**config.mk**
```make
export PLATFORM = sky130hd
export DESIGN_NAME = trap_ctrl
export DESIGN_NICKNAME = d
export VERILOG_FILES = /design/src/rtl/trap_ctrl_pkg.sv /design/src/rtl/trap_ctrl_irq_prio_enc.sv /design/src/rtl/trap_ctrl.sv
export SDC_FILE = /design/constraint.sdc
export NUM_CORES = 1
export LEC_CHECK = 0
export CAP_MARGIN = 20
export CORE_ASPECT_RATIO = 0.7
export CORE_UTILIZATION = 40
export DETAILED_ROUTE_END_ITERATION = 12
export SYNTH_ARGS = -nofsm -noshare
export SYNTH_HDL_FRONTEND = slang
export SYNTH_HIERARCHICAL = 1
export SYNTH_SLANG_ARGS = --single-unit
```
**constraint.sdc**
```tcl
create_clock -name clk -period 6 [get_ports clk]
set_input_delay 0.9 -clock clk [delete_from_list [all_inputs] [get_ports clk]]
set_output_delay 0.9 -clock clk [all_outputs]
set_load 0.01 [all_outputs]
```
**src/rtl/trap_ctrl_pkg.sv**
```systemverilog
`default_nettype none
// ============================================================================
// Module      : trap_ctrl_pkg
// Description : Shared constants for the machine-mode trap sequencer: CSR
//               addresses, trap-type encodings, mstatus bit positions and
//               sequencer state encodings.
// Revision    : 1.0 - initial release
// ============================================================================
package trap_ctrl_pkg;

    // CSR addresses touched by the sequencer
    localparam logic [11:0] c_CSR_MSTATUS = 12'h300;
    localparam logic [11:0] c_CSR_MTVEC   = 12'h305;
    localparam logic [11:0] c_CSR_MEPC    = 12'h341;
    localparam logic [11:0] c_CSR_MCAUSE  = 12'h342;
    localparam logic [11:0] c_CSR_MTVAL   = 12'h343;

    // trap_type encodings (11 is reserved and ignored)
    localparam logic [1:0] c_TT_EXC  = 2'b00;
    localparam logic [1:0] c_TT_MRET = 2'b01;
    localparam logic [1:0] c_TT_IRQ  = 2'b10;

    // mstatus bit positions
    localparam int c_MIE_BIT  = 3;
    localparam int c_MPIE_BIT = 7;
    localparam int c_MPP_LO   = 11;
    localparam int c_MPP_HI   = 12;

    // Sequencer states
    localparam int c_STATE_W = 4;
    localparam logic [c_STATE_W-1:0] c_S_IDLE       = 4'd0;
    localparam logic [c_STATE_W-1:0] c_S_E_MEPC     = 4'd1;
    localparam logic [c_STATE_W-1:0] c_S_E_MCAUSE   = 4'd2;
    localparam logic [c_STATE_W-1:0] c_S_E_MTVAL    = 4'd3;
    localparam logic [c_STATE_W-1:0] c_S_E_RMTVEC   = 4'd4;
    localparam logic [c_STATE_W-1:0] c_S_E_RMSTATUS = 4'd5;
    localparam logic [c_STATE_W-1:0] c_S_E_WMSTATUS = 4'd6;
    localparam logic [c_STATE_W-1:0] c_S_X_RMSTATUS = 4'd7;
    localparam logic [c_STATE_W-1:0] c_S_X_RMEPC    = 4'd8;
    localparam logic [c_STATE_W-1:0] c_S_X_WMSTATUS = 4'd9;
    localparam logic [c_STATE_W-1:0] c_S_DONE       = 4'd10;

endpackage
`default_nettype wire

```
**src/rtl/trap_ctrl_irq_prio_enc.sv**
```systemverilog
`default_nettype none
// ============================================================================
// Module      : irq_prio_enc
// Description : Fixed-priority interrupt encoder. Lowest set index wins and
//               selects its 4-bit mcause code from the packed code table.
// Revision    : 1.0 - initial release
// ============================================================================
module irq_prio_enc #(
    parameter int                   NUM_IRQ   = 3,
    parameter logic [4*NUM_IRQ-1:0] IRQ_CODES = {4'd11, 4'd3, 4'd7},
    parameter int                   IDX_W     = (NUM_IRQ > 1) ? $clog2(NUM_IRQ) : 1
) (
    input  logic [NUM_IRQ-1:0] i_pending,
    output logic               o_valid,
    output logic [IDX_W-1:0]   o_index,
    output logic [3:0]         o_code
);

    // Scan from highest to lowest index so the lowest set source is kept last
    always_comb begin
        o_valid = 1'b0;
        o_index = '0;
        o_code  = 4'd0;
        for (int i = NUM_IRQ - 1; i >= 0; i--) begin
            if (i_pending[i]) begin
                o_valid = 1'b1;
                o_index = IDX_W'(i);
                o_code  = IRQ_CODES[4*i +: 4];
            end
        end
    end

endmodule
`default_nettype wire

```
**src/rtl/trap_ctrl.sv**
```systemverilog
`default_nettype none
// ============================================================================
// Module      : trap_ctrl
// Description : Machine-mode trap sequencer. Runs the serial CSR read/write
//               sequence for exception/interrupt entry and mret, then
//               redirects the PC and hands completion to the pipeline.
// Revision    : 1.0 - initial release
// ============================================================================
module trap_ctrl
    import trap_ctrl_pkg::*;
#(
    parameter int                   XLEN      = 64,
    parameter int                   NUM_IRQ   = 3,
    parameter logic [4*NUM_IRQ-1:0] IRQ_CODES = {4'd11, 4'd3, 4'd7},
    parameter bit                   HAS_MTVAL = 1'b1
) (
    input  logic               clk,
    input  logic               rst,
    input  logic               i_ena,
    input  logic [1:0]         i_trap_type,
    input  logic [3:0]         i_exc_code,
    input  logic [XLEN-1:0]    i_tval,
    input  logic [XLEN-1:0]    i_pc,
    input  logic [NUM_IRQ-1:0] i_irq_pending,
    output logic               o_busy,
    output logic               o_req,
    input  logic               i_ack,
    output logic               o_pc_jmp,
    output logic [XLEN-1:0]    o_pc_jmpaddr,
    output logic [11:0]        o_csr_addr,
    output logic               o_csr_ren,
    output logic               o_csr_wen,
    output logic [XLEN-1:0]    o_csr_wdata,
    input  logic [XLEN-1:0]    i_csr_rdata,
    input  logic               i_csr_ready
);

    localparam int c_IDX_W = (NUM_IRQ > 1) ? $clog2(NUM_IRQ) : 1;

    logic [c_STATE_W-1:0] r_state;
    logic [c_STATE_W-1:0] w_next;
    logic [XLEN-1:0]      r_pc, r_tval, r_mtvec, r_mstatus, r_mepc, r_pc_jmpaddr;
    logic                 r_irq, r_pc_jmp;
    logic [3:0]           r_code;
    logic                 w_capture, w_is_irq, w_done;
    logic                 w_irq_valid;
    logic [3:0]           w_irq_code;
    logic [c_IDX_W-1:0]   w_unused_irq_idx;
    logic [XLEN-1:0]      w_cause, w_mst_entry, w_mst_ret;
    logic [XLEN-1:0]      w_vec_base, w_entry_tgt, w_ret_tgt;

    irq_prio_enc #(
        .NUM_IRQ   (NUM_IRQ),
        .IRQ_CODES (IRQ_CODES),
        .IDX_W     (c_IDX_W)
    ) u_prio (
        .i_pending (i_irq_pending),
        .o_valid   (w_irq_valid),
        .o_index   (w_unused_irq_idx),
        .o_code    (w_irq_code)
    );

    assign w_is_irq   = (i_trap_type == c_TT_IRQ);
    assign w_cause    = {r_irq, {(XLEN-5){1'b0}}, r_code};
    assign w_vec_base = {r_mtvec[XLEN-1:2], 2'b00};
    assign w_ret_tgt  = {r_mepc[XLEN-1:2], 2'b00};
    // Vectored mode only applies to interrupts; sum wraps at XLEN bits
    assign w_entry_tgt = ((r_mtvec[1:0] == 2'b01) && r_irq)
                       ? w_vec_base + {{(XLEN-6){1'b0}}, r_code, 2'b00}
                       : w_vec_base;

    // mstatus rewrite values for trap entry and for mret
    always_comb begin
        w_mst_entry              = r_mstatus;
        w_mst_entry[c_MPIE_BIT]  = r_mstatus[c_MIE_BIT];
        w_mst_entry[c_MIE_BIT]   = 1'b0;
        w_mst_entry[c_MPP_HI:c_MPP_LO] = 2'b11;
        w_mst_ret                = r_mstatus;
        w_mst_ret[c_MIE_BIT]     = r_mstatus[c_MPIE_BIT];
        w_mst_ret[c_MPIE_BIT]    = 1'b1;
        w_mst_ret[c_MPP_HI:c_MPP_LO] = 2'b11;
    end

    // State register
    always_ff @(posedge clk or negedge rst) begin
        if (!rst) r_state <= c_S_IDLE;
        else      r_state <= w_next;
    end

    // Next-state and CSR port decode; CSR outputs depend only on held state
    always_comb begin
        w_next      = r_state;
        w_capture   = 1'b0;
        w_done      = 1'b0;
        o_csr_addr  = 12'h000;
        o_csr_ren   = 1'b0;
        o_csr_wen   = 1'b0;
        o_csr_wdata = '0;
        case (r_state)
            c_S_IDLE: begin
                if (i_ena) begin
                    if (i_trap_type == c_TT_EXC) begin
                        w_capture = 1'b1;
                        w_next    = c_S_E_MEPC;
                    end else if (i_trap_type == c_TT_MRET) begin
                        w_capture = 1'b1;
                        w_next    = c_S_X_RMSTATUS;
                    end else if (w_is_irq && w_irq_valid) begin
                        w_capture = 1'b1;
                        w_next    = c_S_E_MEPC;
                    end
                end
            end
            c_S_E_MEPC: begin
                o_csr_addr  = c_CSR_MEPC;
                o_csr_wen   = 1'b1;
                o_csr_wdata = r_pc;
                if (i_csr_ready) w_next = c_S_E_MCAUSE;
            end
            c_S_E_MCAUSE: begin
                o_csr_addr  = c_CSR_MCAUSE;
                o_csr_wen   = 1'b1;
                o_csr_wdata = w_cause;
                if (i_csr_ready) w_next = HAS_MTVAL ? c_S_E_MTVAL : c_S_E_RMTVEC;
            end
            c_S_E_MTVAL: begin
                o_csr_addr  = c_CSR_MTVAL;
                o_csr_wen   = 1'b1;
                o_csr_wdata = r_tval;
                if (i_csr_ready) w_next = c_S_E_RMTVEC;
            end
            c_S_E_RMTVEC: begin
                o_csr_addr = c_CSR_MTVEC;
                o_csr_ren  = 1'b1;
                if (i_csr_ready) w_next = c_S_E_RMSTATUS;
            end
            c_S_E_RMSTATUS: begin
                o_csr_addr = c_CSR_MSTATUS;
                o_csr_ren  = 1'b1;
                if (i_csr_ready) w_next = c_S_E_WMSTATUS;
            end
            c_S_E_WMSTATUS: begin
                o_csr_addr  = c_CSR_MSTATUS;
                o_csr_wen   = 1'b1;
                o_csr_wdata = w_mst_entry;
                if (i_csr_ready) begin
                    w_done = 1'b1;
                    w_next = c_S_DONE;
                end
            end
            c_S_X_RMSTATUS: begin
                o_csr_addr = c_CSR_MSTATUS;
                o_csr_ren  = 1'b1;
                if (i_csr_ready) w_next = c_S_X_RMEPC;
            end
            c_S_X_RMEPC: begin
                o_csr_addr = c_CSR_MEPC;
                o_csr_ren  = 1'b1;
                if (i_csr_ready) w_next = c_S_X_WMSTATUS;
            end
            c_S_X_WMSTATUS: begin
                o_csr_addr  = c_CSR_MSTATUS;
                o_csr_wen   = 1'b1;
                o_csr_wdata = w_mst_ret;
                if (i_csr_ready) begin
                    w_done = 1'b1;
                    w_next = c_S_DONE;
                end
            end
            c_S_DONE: begin
                if (i_ack) w_next = c_S_IDLE;
            end
            default: w_next = c_S_IDLE;
        endcase
    end

    // Capture trap context, read-back CSR values and the redirect target
    always_ff @(posedge clk or negedge rst) begin
        if (!rst) begin
            r_pc         <= '0;
            r_tval       <= '0;
            r_irq        <= 1'b0;
            r_code       <= 4'd0;
            r_mtvec      <= '0;
            r_mstatus    <= '0;
            r_mepc       <= '0;
            r_pc_jmp     <= 1'b0;
            r_pc_jmpaddr <= '0;
        end else begin
            r_pc_jmp <= w_done;
            if (w_capture) begin
                r_pc   <= i_pc;
                r_tval <= w_is_irq ? '0 : i_tval;
                r_irq  <= w_is_irq;
                r_code <= w_is_irq ? w_irq_code : i_exc_code;
            end
            if (i_csr_ready) begin
                case (r_state)
                    c_S_E_RMTVEC:                   r_mtvec   <= i_csr_rdata;
                    c_S_E_RMSTATUS, c_S_X_RMSTATUS: r_mstatus <= i_csr_rdata;
                    c_S_X_RMEPC:                    r_mepc    <= i_csr_rdata;
                    default: ;
                endcase
            end
            if (w_done)
                r_pc_jmpaddr <= (r_state == c_S_X_WMSTATUS) ? w_ret_tgt : w_entry_tgt;
        end
    end

    assign o_busy       = (r_state != c_S_IDLE);
    assign o_req        = (r_state == c_S_DONE);
    assign o_pc_jmp     = r_pc_jmp;
    assign o_pc_jmpaddr = r_pc_jmpaddr;

endmodule
`default_nettype wire
```
### Word level (Yosys, flattened, before mapping)

Index checks and enable logic that the tools add are counted.

| cells by class | value |
|---|---|
| $add $sub $neg | 1 |
| equality and inequality tests | 24 |
| muxes and demuxes | 35 |
| reductions and logical operators | 15 |

Operator list:

| kind | number |
|---|---|
| case mux 64 bit (5 select lines) | 1 |
| 2-to-1 mux 64 bit | 3 |
| 2-to-1 mux 4 bit | 17 |
| adder 64 x 6 -> 64 bit | 1 |
| case mux 10 bit (5 select lines) | 1 |
| case mux 4 bit (10 select lines) | 1 |
| equality test 4 x 3 -> 1 bit (second input constant) | 4 |
| != test 2 bit (second input constant) | 8 |
| equality test 4 bit (second input constant) | 3 |
| 2-to-1 mux 1 bit | 12 |
| AND reduction 11 bit | 1 |
| equality test 4 x 2 -> 1 bit (second input constant) | 2 |
| OR reduction 4 bit | 2 |
| AND reduction 2 bit | 3 |
| OR reduction 2 bit | 3 |
| OR reduction 5 bit | 1 |
| equality test 2 x 1 -> 1 bit (second input constant) | 2 |
| equality test 4 x 1 -> 1 bit (second input constant) | 1 |
| zero test 4 bit | 1 |
| != test 2 x 1 -> 1 bit (second input constant) | 2 |
| != test 4 bit (second input constant) | 1 |
| nonzero test 4 bit | 1 |
| equality test 2 bit (second input constant) | 1 |
| logical AND 1 bit | 2 |
| zero test 2 bit | 1 |

| storage, ports and cells | value |
|---|---|
| bits in registers | 394 |
| input bits | 206 |
| output and inout port bits | 145 |
| logic and storage cells | 85 |

### Logic depth before layout (Yosys ltp)

Gate-level depths: netlist of the first run.

| logic depth | value |
|---|---|
| word-level depth | 9 |
| mapped depth | 9 |
| depth with buffers taken out | 7 |

### Modules after synthesis

The synthesis of the first run kept the hierarchy.

Modules (own cells, without submodules):

| module | instances | cells each | area an instance (um2) | sequential area each (um2) |
|---|---|---|---|---|
| trap_ctrl | 1 | 1583 | 17868.4 | 9709.3 |
| irq_prio_enc | 1 | 7 | 50.0 | 0.0 |

### Least setup slack after synthesis of the first run

OpenSTA, ideal clock, no wires.

| timing | value |
|---|---|
| kind | input to register |
| start point | input port i_irq_pending[1] |
| end point | register r_pc[1] |
| setup time | 125 ps |
| arrival time | 2738 ps |
| required time | 5875 ps |
| setup slack | 3137 ps |
| cell stages on the path | 8 |
| path buffers | 3 |
| cells stage by stage | or3_1 > inv_1 > o21ai_0 > nand4_1 > clkbuf_1 > clkbuf_1 > clkbuf_1 > mux2_2 |

| on the way | value |
|---|---|
| word-level cells in the longest chain between the ends | 8 |

Ends and longest elaborated chain:

| item | line | source |
|---|---|---|
| start: declaration | trap_ctrl.sv:24 | `input logic [NUM_IRQ-1:0] i_irq_pending,` |
| 2-to-1 mux 1 bit (2 in series) | trap_ctrl_irq_prio_enc.sv:25 | `if (i_pending[i]) begin` |
| logical AND 1 bit | trap_ctrl.sv:108 | `end else if (w_is_irq && w_irq_valid) begin` |
| 2-to-1 mux 1 bit | trap_ctrl.sv:108 |  |
| 2-to-1 mux 1 bit | trap_ctrl.sv:105 | `end else if (i_trap_type == c_TT_MRET) begin` |
| 2-to-1 mux 1 bit | trap_ctrl.sv:102 | `if (i_trap_type == c_TT_EXC) begin` |
| 2-to-1 mux 1 bit | trap_ctrl.sv:101 | `if (i_ena) begin` |
| 2-to-1 mux 1 bit | trap_ctrl.sv:99 | `case (r_state)` |
| end signal: assignment | trap_ctrl.sv:192 | `r_pc <= i_pc;` |
| end: declaration | trap_ctrl.sv:42 | `logic [XLEN-1:0] r_pc, r_tval, r_mtvec, r_mstatus, r_mepc, r_pc_jmpaddr;` |

No other way between the ends.
A chain may end at the register's enable or synchronous reset.

### Worst setup path in the final report of the first run

| timing | value |
|---|---|
| start point | register r_state[1] |
| end point | output port o_csr_wdata[43] |

| on the way | value |
|---|---|
| word-level cells in the longest chain between the ends | 2 |
| elaborated cells on any way between the ends | 6 |
| classes of those cells | eq/ne (5); mux (1) |

Ends and longest elaborated chain:

| item | line | source |
|---|---|---|
| start: declaration | trap_ctrl.sv:40 | `logic [c_STATE_W-1:0] r_state;` |
| start signal: assignment | trap_ctrl.sv:86 | `if (!rst) r_state <= c_S_IDLE;` |
| start signal: assignment | trap_ctrl.sv:87 | `else r_state <= w_next;` |
| equality test 4 bit, or another cell as far along | trap_ctrl.sv:99 |  |
| case mux 64 bit (5 select lines) (*) | trap_ctrl.sv:99 |  |
| end: declaration | trap_ctrl.sv:33 | `output logic [XLEN-1:0] o_csr_wdata,` |

Mark *: on every way between the ends. The rest lies on a longest branch, timed or not.

==> impl_metrics.env, run 1 <==
export IMPL_wl_per_cell_um=22.9
export IMPL_report_power_total_uw=11800
export IMPL_cts_setup_buffers=0
export IMPL_layout_drive_gt1_share_pct=20.2
export IMPL_cp_required_ps=5100
export IMPL_clock_latency_ps=550
export IMPL_grt_max_degree=155
export IMPL_drc=0
export IMPL_antenna_found_initial=9
export IMPL_peakVddDrop_mv=0.265
export IMPL_path_clk_slew_ps=60
export IMPL_drtPass1Iterations=8
export IMPL_reg2reg_to="o_pc_jmpaddr[43]$_DFFE_PN0P_"
export IMPL_cts_hold_buf=0
export IMPL_nets=2094
export IMPL_critPathKind="reg -> out"
export IMPL_hold_path_class="in -> async"
export IMPL_cts_path_max_buffers=3
export IMPL_multi_input_area_um2=7510
export IMPL_ff_latch_area_um2=9710
export IMPL_via_per_inst=5.39
export IMPL_die_h_um=179
export IMPL_gp_congestion=0.921
export IMPL_syn_avg_cell_area_um2=11.3
export IMPL_area_delta_synth_final_pct=30.0
export IMPL_syn_inst=1588
export IMPL_coreArea_um2=43900
export IMPL_cp_data_arrival_time_ps=3620
export IMPL_fin_crit_ps=4520
export IMPL_worst_pin_slew_ps=1030
export IMPL_leakagePower_uw=0.0104
export IMPL_r2r_cells=6
export IMPL_port_buffers=342
export IMPL_finalSetupViolations=0
export IMPL_grt_use_total_pct=25.2
export IMPL_cts_resized=0
export IMPL_place_hpwl_mm=40.7
export IMPL_rsz0062_at_grt="false"
export IMPL_m1WireLength_mm=28.9
export IMPL_numClockSinks=388
export IMPL_powerDensity_nw_per_um2=509
export IMPL_wl_mm=57.4
export IMPL_gr_total_overflow=0
export IMPL_floorplan_die_area_um2=45600
export IMPL_die_width_um=255
export IMPL_h_tree_depth=2
export IMPL_fillCellCount=3892
export IMPL_numCtsBuffers=41
export IMPL_grt_pass1_wl_mm=85.2
export IMPL_syn_cell_area_um2=17900
export IMPL_synth_warnings=6
export IMPL_skew_ps=29.4
export IMPL_endpoint_kind="primary output"
export IMPL_start_kind="flop"
export IMPL_drv_slew=0
export IMPL_grt_pass1_vias=13200
export IMPL_root_buffer="clkbuf_16"
export IMPL_drv_cap=0
export IMPL_hold_violations=0
export IMPL_first_iter_violations=1206
export IMPL_tns_ps=0
export IMPL_num_vias=13500
export IMPL_reg2reg_slack_ps=2840
export IMPL_start_util_pct=40.8
export IMPL_ant_nets=0
export IMPL_io_pins=351
export IMPL_fmax_mhz=221
export IMPL_route_met2_wl_mm=22.7
export IMPL_fin_crit_sh_pct=75.3
export IMPL_crit_fanout=42
export IMPL_status="finished, final reports clean"
export IMPL_slew_headroom_pct=31.2
export IMPL_highest_layer="met5"
export IMPL_tritoncts="built"
export IMPL_dr_wl_met3_mm=4.94
export IMPL_r2r_start="r_state[1]$_DFFE_PN0P_"
export IMPL_num_rows=64
power by group:
group | leakage, uW | switching [uW] | internal, uW | total (uW)
clock | 0.000695 | 1080 | 1560 | 2640
sequential | 0.00482 | 1160 | 3880 | 5040
combinational | 0.00487 | 1870 | 2290 | 4160
total | 0.0104 | 4110 | 7730 | 11800
layer usage:
layer | global-route usage, % | vias up
met5 | 0 | -
met4 | 4.34 | 10
met3 | 7.40 | 60
met2 | 33.0 | 471
met1 | 40.3 | 6786
li1 | - | 6219
critical path, stage by stage, from the launching register on:
cell             delay (ps)
dfrtp_1                 760
nand2b_1                270
o21ai_4                 620
buf_4                   530
a222oi_1                220
inv_1                    90
clkdlybuf4s50_1         550
per-stage QoR:
step | area, um2 | instances | setup WS, ps | utilization, % | hold WS, ps
finish | 23300 | 2511 | 1480 | 53.0 | 371
detailed placement | 21800 | 2432 | 2080 | 49.7 | 465
global placement | 21800 | 2432 | 2100 | 49.7 | 461
global route | 23300 | 2509 | 1290 | 53.0 | 448
CTS | 23200 | 2507 | 1520 | 52.9 | 436
floorplan | 17900 | 1595 | 3140 | - | 444
layout make-up:
class / instances / area share, %
clock buffers: 62 / 5.49
clock inverters: 13 / 0.532
well taps: 594 / 3.19
flip-flops and latches: 388 / 41.7
inverters: 74 / 1.19
repair buffers: 361 / 15.6
multi-input cells: 1017 / 32.3
diodes: 2 / 0.0215
flip-flops by register name, summed over array words and instances (netlist names):
signal and flops:
r_pc 64, r_tval 64, o_pc_jmpaddr 62, r_mepc 62
r_code 4, r_mtvec 64, r_mstatus 62, r_state 4
r_irq 1, o_pc_jmp 1
worst max path at each step:
stage                                 startpoint             endpoint  slack (ps)  cells after the start
after floorplan                 i_irq_pending[1]  r_pc[1]$_DFFE_PN0P_        3140                      8
after global placement    r_state[1]$_DFFE_PN0P_      o_csr_wdata[43]        2100                      6
after detailed placement  r_state[1]$_DFFE_PN0P_      o_csr_wdata[58]        2080                      6
after CTS                 r_state[0]$_DFFE_PN0P_      o_csr_wdata[43]        1520                      8
after global routing      r_state[0]$_DFFE_PN0P_      o_csr_wdata[57]        1290                      8
final                     r_state[1]$_DFFE_PN0P_      o_csr_wdata[43]        1480                      6
placed cells by master (no fill, tap or decap), types with 4 or more instances in the layout:
cell type,instances
dfrtp_1,388
xnor2_1,45
ha_1,4
nand2_2,4
nor4_2,10
a222oi_1,56
and4_1,4
mux2i_1,7
nor2b_1,5
nand2_1,186
nor2_1,37
or3_1,4
clkdlybuf4s50_1,341
a22oi_1,6
clkinv_2,8
conb_1,8
clkbuf_1,6
o31a_1,4
o22ai_1,4
nand2b_1,4
xor2_1,12
nor3_1,16
o21ai_0,136
nor4_1,12
buf_4,15
clkbuf_8,13
and3_1,44
mux2_2,256
nand4_1,15
a21oi_1,52
o21ai_1,16
buf_12,4
nand3_1,17
clkbuf_16,43
inv_1,73
Power figures use the tool's default switching activity.
==> inputs of run 2 (changes only) <==
Settings changed: PLACE_DENSITY set to 0.67.
Clock period 6 ns to 3.6 ns, I/O delays scaled along.
==> run 2 against run 1 <==
Effect of this change:
- global-route usage decreased by 0.21 points
- sequential power increased by 63%
- first-iteration DRC count increased by 0.17%
- wire length decreased by 0.69%
- clock power increased by 71%
- sequential share of layout area decreased by 0.57 points
- register-to-register slack got worse by 2100 ps
- largest cell class unchanged
- highest routed layer unchanged
==> impl_metrics.env, run 2 (same netlist as run 1, synthesis figures left out) <==
export IMPL_fin_crit_sh_pct=97.3
export IMPL_status="finished, final reports clean"
export IMPL_numCtsBuffers=42
export IMPL_finalSetupViolations=0
export IMPL_start_kind="flop"
export IMPL_clockPowerShare_pct=22.7
export IMPL_cp_data_arrival_time_ps=2960
export IMPL_critPathKind="reg -> out"
export IMPL_layout_drive_gt1_share_pct=21.0
export IMPL_reg_top3="r_mtvec x64, r_pc x64, r_tval x64"
export IMPL_peakVddDrop_mv=0.453
export IMPL_fin_crit_ps=3500
export IMPL_powerDensity_nw_per_um2=846
export IMPL_dpl_cell_area_um2=22100
export IMPL_fillCellCount=3787
export IMPL_multi_input_area_um2=7520
export IMPL_drtPass1Iterations=7
export IMPL_start_util_pct=40.8
export IMPL_reg2reg_slack_ps=720
export IMPL_fmax_mhz=286
export IMPL_cts_hold_buf=0
export IMPL_mostFrequentLayoutCells="386 x dfrtp_1, 341 x clkdlybuf4s50_1, 256 x mux2_2"
export IMPL_nets=2115
export IMPL_die_width_um=255
export IMPL_layout_setup_ws_ps=97.9
export IMPL_reg2reg_to="o_pc_jmpaddr[51]$_DFFE_PN0P_"
export IMPL_crit_fanout=13
export IMPL_stdcell_area_um2=23600
export IMPL_place_hpwl_mm=40.9
export IMPL_clock_latency_ps=550
export IMPL_power_share_switching_pct=34.1
export IMPL_tns_ps=0
export IMPL_coreArea_um2=43900
export IMPL_ff_latch_area_um2=9710
export IMPL_gr_total_overflow=0
export IMPL_r2r_cells=7
export IMPL_ant_nets=0
export IMPL_floorplan_die_area_um2=45600
export IMPL_tritoncts="built"
export IMPL_die_h_um=179
export IMPL_endpoint_kind="primary output"
export IMPL_wl_per_cell_um=22.5
export IMPL_root_buffer="clkbuf_16"
export IMPL_cp_required_ps=3060
export IMPL_antenna_found_initial=9
export IMPL_grt_util_met2_pct=34.8
export IMPL_io_pins=351
export IMPL_drc=0
export IMPL_grt_max_degree=84
export IMPL_internal_power_uw=13100
export IMPL_gp_congestion=0.930
export IMPL_first_iter_violations=1208
export IMPL_numClockSinks=388
export IMPL_via_per_inst=5.45
export IMPL_num_vias=13800
export IMPL_hold_path_class="in -> async"
export IMPL_slew_headroom_pct=30.4
export IMPL_h_tree_depth=2
export IMPL_cts_path_max_buffers=3
export IMPL_drv_slew=0
export IMPL_num_rows=64
export IMPL_place_ws_ps=446
export IMPL_port_buffers=342
export IMPL_seqPwrFrac_pct=41.2
export IMPL_hold_violations=0
export IMPL_grt_use_met3_pct=5.39
export IMPL_rsz0062_at_grt="false"
export IMPL_grt_use_total_pct=25.0
export IMPL_wl_mm=57.0
export IMPL_power_switching_uw=6810
export IMPL_leakagePower_uw=0.0105
export IMPL_path_clk_slew_ps=70
export IMPL_layout_commonest_cell="dfrtp_1"
export IMPL_grt_pass1_vias=13400
export IMPL_area_delta_synth_final_pct=31.8
export IMPL_r2r_start="r_code[2]$_DFFE_PN0P_"
export IMPL_skew_ps=20.5
export IMPL_drv_cap=0
export IMPL_worst_pin_slew_ps=1040
export IMPL_grt_busiest_layer="met1"
export IMPL_grt_pass1_wl_mm=84.9
export IMPL_combPwrFrac_pct=36.1
export IMPL_met1_usage_pct=39.5
## run 2: cell count changes in the layout (fill, tap and decap cells not counted), sizes merged
cell / delta
clkinv: -2
bufinv: +1
clkbuf: +4
buf: +19
o21ai: +1
inv: -1
## run 2: what timing repair did
action / 4_1_cts / 5_1_grt
gates resized for setup: 0 / 5
pin swaps: 1 / 0
endpoints found under the setup margin: 45 / 54
cloned: 1 / 0
buffers inserted: 2 / 0
hold endpoints to repair: 0 / 0
## run 2: power groups by stage
stage / Combinational (uW) / Clock (uW) / Sequential [uW]
global placement: 6980 / 0 / 8220
global route: 7850 / 4790 / 8470
detailed placement: 7160 / 0 / 8230
CTS: 7240 / 4620 / 8180
finish: 7200 / 4520 / 8230
floorplan: 4140 / 0 / 7630
## run 2: critical path, stage by stage, from the launching register on
cell,delay [ps]
dfrtp_2,480
buf_4,200
nor2b_1,270
nand2_2,170
o21ai_4,230
buf_4,290
a222oi_1,140
inv_1,80
clkdlybuf4s50_1,550
## run 2: how the worst max path moves through the flow
stage / from / to / slack, ps
after floorplan: i_irq_pending[1] / r_pc[1]$_DFFE_PN0P_ / 1100
after CTS: r_state[1]$_DFFE_PN0P_ / o_csr_wdata[17] / 4
final: r_state[1]$_DFFE_PN0P_ / o_csr_wdata[17] / 100
after detailed placement: r_state[2]$_DFFE_PN0P_ / o_csr_wdata[40] / 450
after global placement: r_state[2]$_DFFE_PN0P_ / o_csr_wdata[35] / 560
after global routing: r_state[1]$_DFFE_PN0P_ / o_csr_wdata[17] / 9
## run 2: metrics by stage
step	total power, uW	cells	hold WS, ps	utilization [%]
after detailed placement	15400	2451	470	50.4
after CTS	20000	2531	26.0	53.7
after floorplan	11800	1595	244	-
final	20000	2533	19.7	53.8
after global placement	15200	2451	463	50.4
after global routing	21100	2531	63.7	53.8
## run 2: cell type report
class / count / area share [%]
diodes: 2 / 0.0212
repair buffers: 380 / 16.5
well taps: 594 / 3.15
inverters: 74 / 1.18
multi-input cells: 1018 / 31.9
clock inverters: 11 / 0.589
flip-flops and latches: 388 / 41.2
clock buffers: 66 / 5.57
## run 2: routing by layer
metal | wire [um] | share of wire [%] | vias up
met1 | 28200 | 50 | 6947
met4 | 831 | 1.5 | 4
li1 | - | - | 6255
met5 | 24 | 0.042 | -
met3 | 4320 | 7.6 | 69
met2 | 23600 | 41 | 524
==> inputs of run 3 (changes only) <==
Settings changed: MAX_ROUTING_LAYER set to met4, SLEW_MARGIN set to 10.
==> run 3 against run 2 <==
Effect of this change:
- clock skew grew 2.3 ps
- die area unchanged
- final cell count up 0.12%
- design area is 0.21% lower
- sequential share of layout area up 0.087 points
- sequential cell count stayed put
- fmax increased by 1.9%
==> impl_metrics.env, run 3 (same netlist as run 1, synthesis figures left out) <==
export IMPL_path_clk_slew_ps=60
export IMPL_numClockSinks=388
export IMPL_coreArea_um2=43900
export IMPL_combPwrFrac_pct=36.8
export IMPL_via_per_inst=5.43
export IMPL_wl_mm=57.1
export IMPL_numCtsBuffers=41
export IMPL_slew_headroom_pct=25.1
export IMPL_worst_pin_slew_ps=1120
export IMPL_path_cells="nand2b_1 > o21ai_2 > nand2_1 > o21ai_0 > clkdlybuf4s50_1"
export IMPL_power_share_switching_pct=34.3
export IMPL_drv_cap=0
export IMPL_tns_ps=0
export IMPL_start_kind="flop"
export IMPL_clock_latency_ps=540
export IMPL_endpoint_kind="primary output"
export IMPL_area_delta_synth_final_pct=31.5
export IMPL_die_h_um=179
export IMPL_layout_drive_gt1_share_pct=21.0
export IMPL_leakagePower_uw=0.0105
export IMPL_critPathKind="reg -> out"
export IMPL_crit_fanout=11
export IMPL_mostFrequentLayoutCells="386 x dfrtp_1, 341 x clkdlybuf4s50_1, 256 x mux2_2"
export IMPL_finalSetupViolations=0
export IMPL_final_cells=2536
export IMPL_h_tree_depth=2
export IMPL_peakVddDrop_mv=0.500
export IMPL_cpMaxStageDelayCell="o21ai_2"
export IMPL_reg_top3="r_mtvec x64, r_pc x64, r_tval x64"
export IMPL_grt_max_degree=101
export IMPL_hold_path_class="in -> async"
export IMPL_start_util_pct=40.8
export IMPL_clockPowerShare_pct=21.6
export IMPL_io_pins=351
export IMPL_drc=0
export IMPL_seqPwrFrac_pct=41.6
export IMPL_gr_total_overflow=0
export IMPL_num_vias=13800
export IMPL_port_buffers=342
export IMPL_tritoncts="built"
export IMPL_die_width_um=255
export IMPL_grt_pass1_wl_mm=84.6
export IMPL_nets=2118
export IMPL_drv_slew=0
export IMPL_r2r_cells=7
export IMPL_fin_crit_ps=3440
export IMPL_powerDensity_nw_per_um2=840
export IMPL_first_iter_violations=1233
export IMPL_dp_cells=2454
export IMPL_wl_per_cell_um=22.5
export IMPL_ant_nets=0
export IMPL_cp_data_arrival_time_ps=2900
export IMPL_report_power_total_uw=19800
export IMPL_root_buffer="clkbuf_16"
export IMPL_cts_hold_buf=0
export IMPL_layout_commonest_cell="dfrtp_1"
export IMPL_dpl_cell_area_um2=22100
export IMPL_antenna_found_initial=8
export IMPL_critPathMaxStageDelay_ps=660
export IMPL_status="finished, final reports clean"
export IMPL_fin_crit_sh_pct=95.5
export IMPL_gp_congestion=0.918
export IMPL_cts_path_max_buffers=3
export IMPL_stdcell_area_um2=23500
export IMPL_cp_required_ps=3060
export IMPL_num_rows=64
export IMPL_rsz0062_at_grt="false"
export IMPL_fin_hold_ws_ps=77.3
export IMPL_grt_pass1_vias=13600
export IMPL_fmax_mhz=291
export IMPL_skew_ps=22.9
export IMPL_place_hpwl_mm=41.0
export IMPL_internal_power_uw=13000
export IMPL_power_switching_uw=6780
export IMPL_floorplan_die_area_um2=45600
export IMPL_hold_violations=0
export IMPL_drtPass1Iterations=8
export IMPL_grt_use_total_pct=25.7
## run 3: cell types whose count changed in the layout (fill, tap and decap cells not counted)
| cell | before | now |
|---|---|---|
| clkinv_4 | 1 | 0 |
| clkbuf_1 | 10 | 7 |
| inv_6 | 0 | 1 |
| clkbuf_16 | 45 | 41 |
| bufinv_16 | 3 | 4 |
| clkinvlp_4 | 2 | 1 |
| clkbuf_8 | 11 | 9 |
| buf_12 | 13 | 14 |
| buf_4 | 23 | 25 |
| o21ai_2 | 3 | 4 |
| diode_2 | 2 | 9 |
| clkinv_2 | 5 | 6 |
## run 3: power by group through the flow
stage	Clock, uW	Combinational, uW	Sequential (uW)
floorplan	0	4140	7630
global placement	0	7030	8180
detailed placement	0	7210	8210
CTS	4370	7280	8160
global route	4550	7940	8450
finish	4270	7270	8220
## run 3: worst paths after layout
| kind | start | endpoint | slack, ps |
|---|---|---|---|
| setup / recovery | r_state[0]$_DFFE_PN0P_ | o_csr_wdata[63] | 160 |
| hold / removal | rst | o_pc_jmpaddr[16]$_DFFE_PN0P_ | 80 |
| setup reg to reg | r_code[1]$_DFFE_PN0P_ | o_pc_jmpaddr[63]$_DFFE_PN0P_ | 610 |
| hold reg to reg | r_tval[2]$_DFFE_PN0P_ | r_tval[2]$_DFFE_PN0P_ | 480 |
| max in group asynchronous | rst | r_pc[40]$_DFFE_PN0P_ | 2650 |
| min in group clk | r_tval[2]$_DFFE_PN0P_ | r_tval[2]$_DFFE_PN0P_ | 480 |
## run 3: repair_timing
| item | CTS | global route |
|---|---|---|
| setup buffers | 0 | 2 |
| pin swaps | 1 | 0 |
| gates resized for setup | 0 | 5 |
| cloned | 1 | 1 |
| endpoints found under the hold margin | 0 | 0 |
| endpoints found under the setup margin | 44 | 50 |
## run 3: through the flow
step | utilization [%] | setup slack [ps]
floorplan | - | 1100
global placement | 50.4 | 554
detailed placement | 50.4 | 450
CTS | 53.5 | 14.9
global route | 53.6 | 22.0
finish | 53.7 | 163
## run 3: worst max-delay path, delay by kind of cell (launching register included)
family / cells / cell delay (ps)
AOI/OAI and AO/OA: 2 / 830
buffers and inverters: 1 / 600
and+or+nand+nor: 2 / 490
DFF: 1 / 430
## run 3: routing by layer
layer  up-vias  global-route usage, %  share of wire [%]
li1       6279                      -                  -
met1      6921                   39.2                 50
met2       501                   34.5                 41
met3        69                   5.43                7.5
met4         0                   5.64                1.7
met5         -                      -                  0
## run 3: layout make-up
class	count	area, um2
fill	3788	20300
sequential	388	9710
multi-input combinational	1019	7530
timing repair buffer	383	3920
clock buffer	57	1180
tap	594	743
inverter	74	278
clock inverter	12	166
antenna	9	22.5
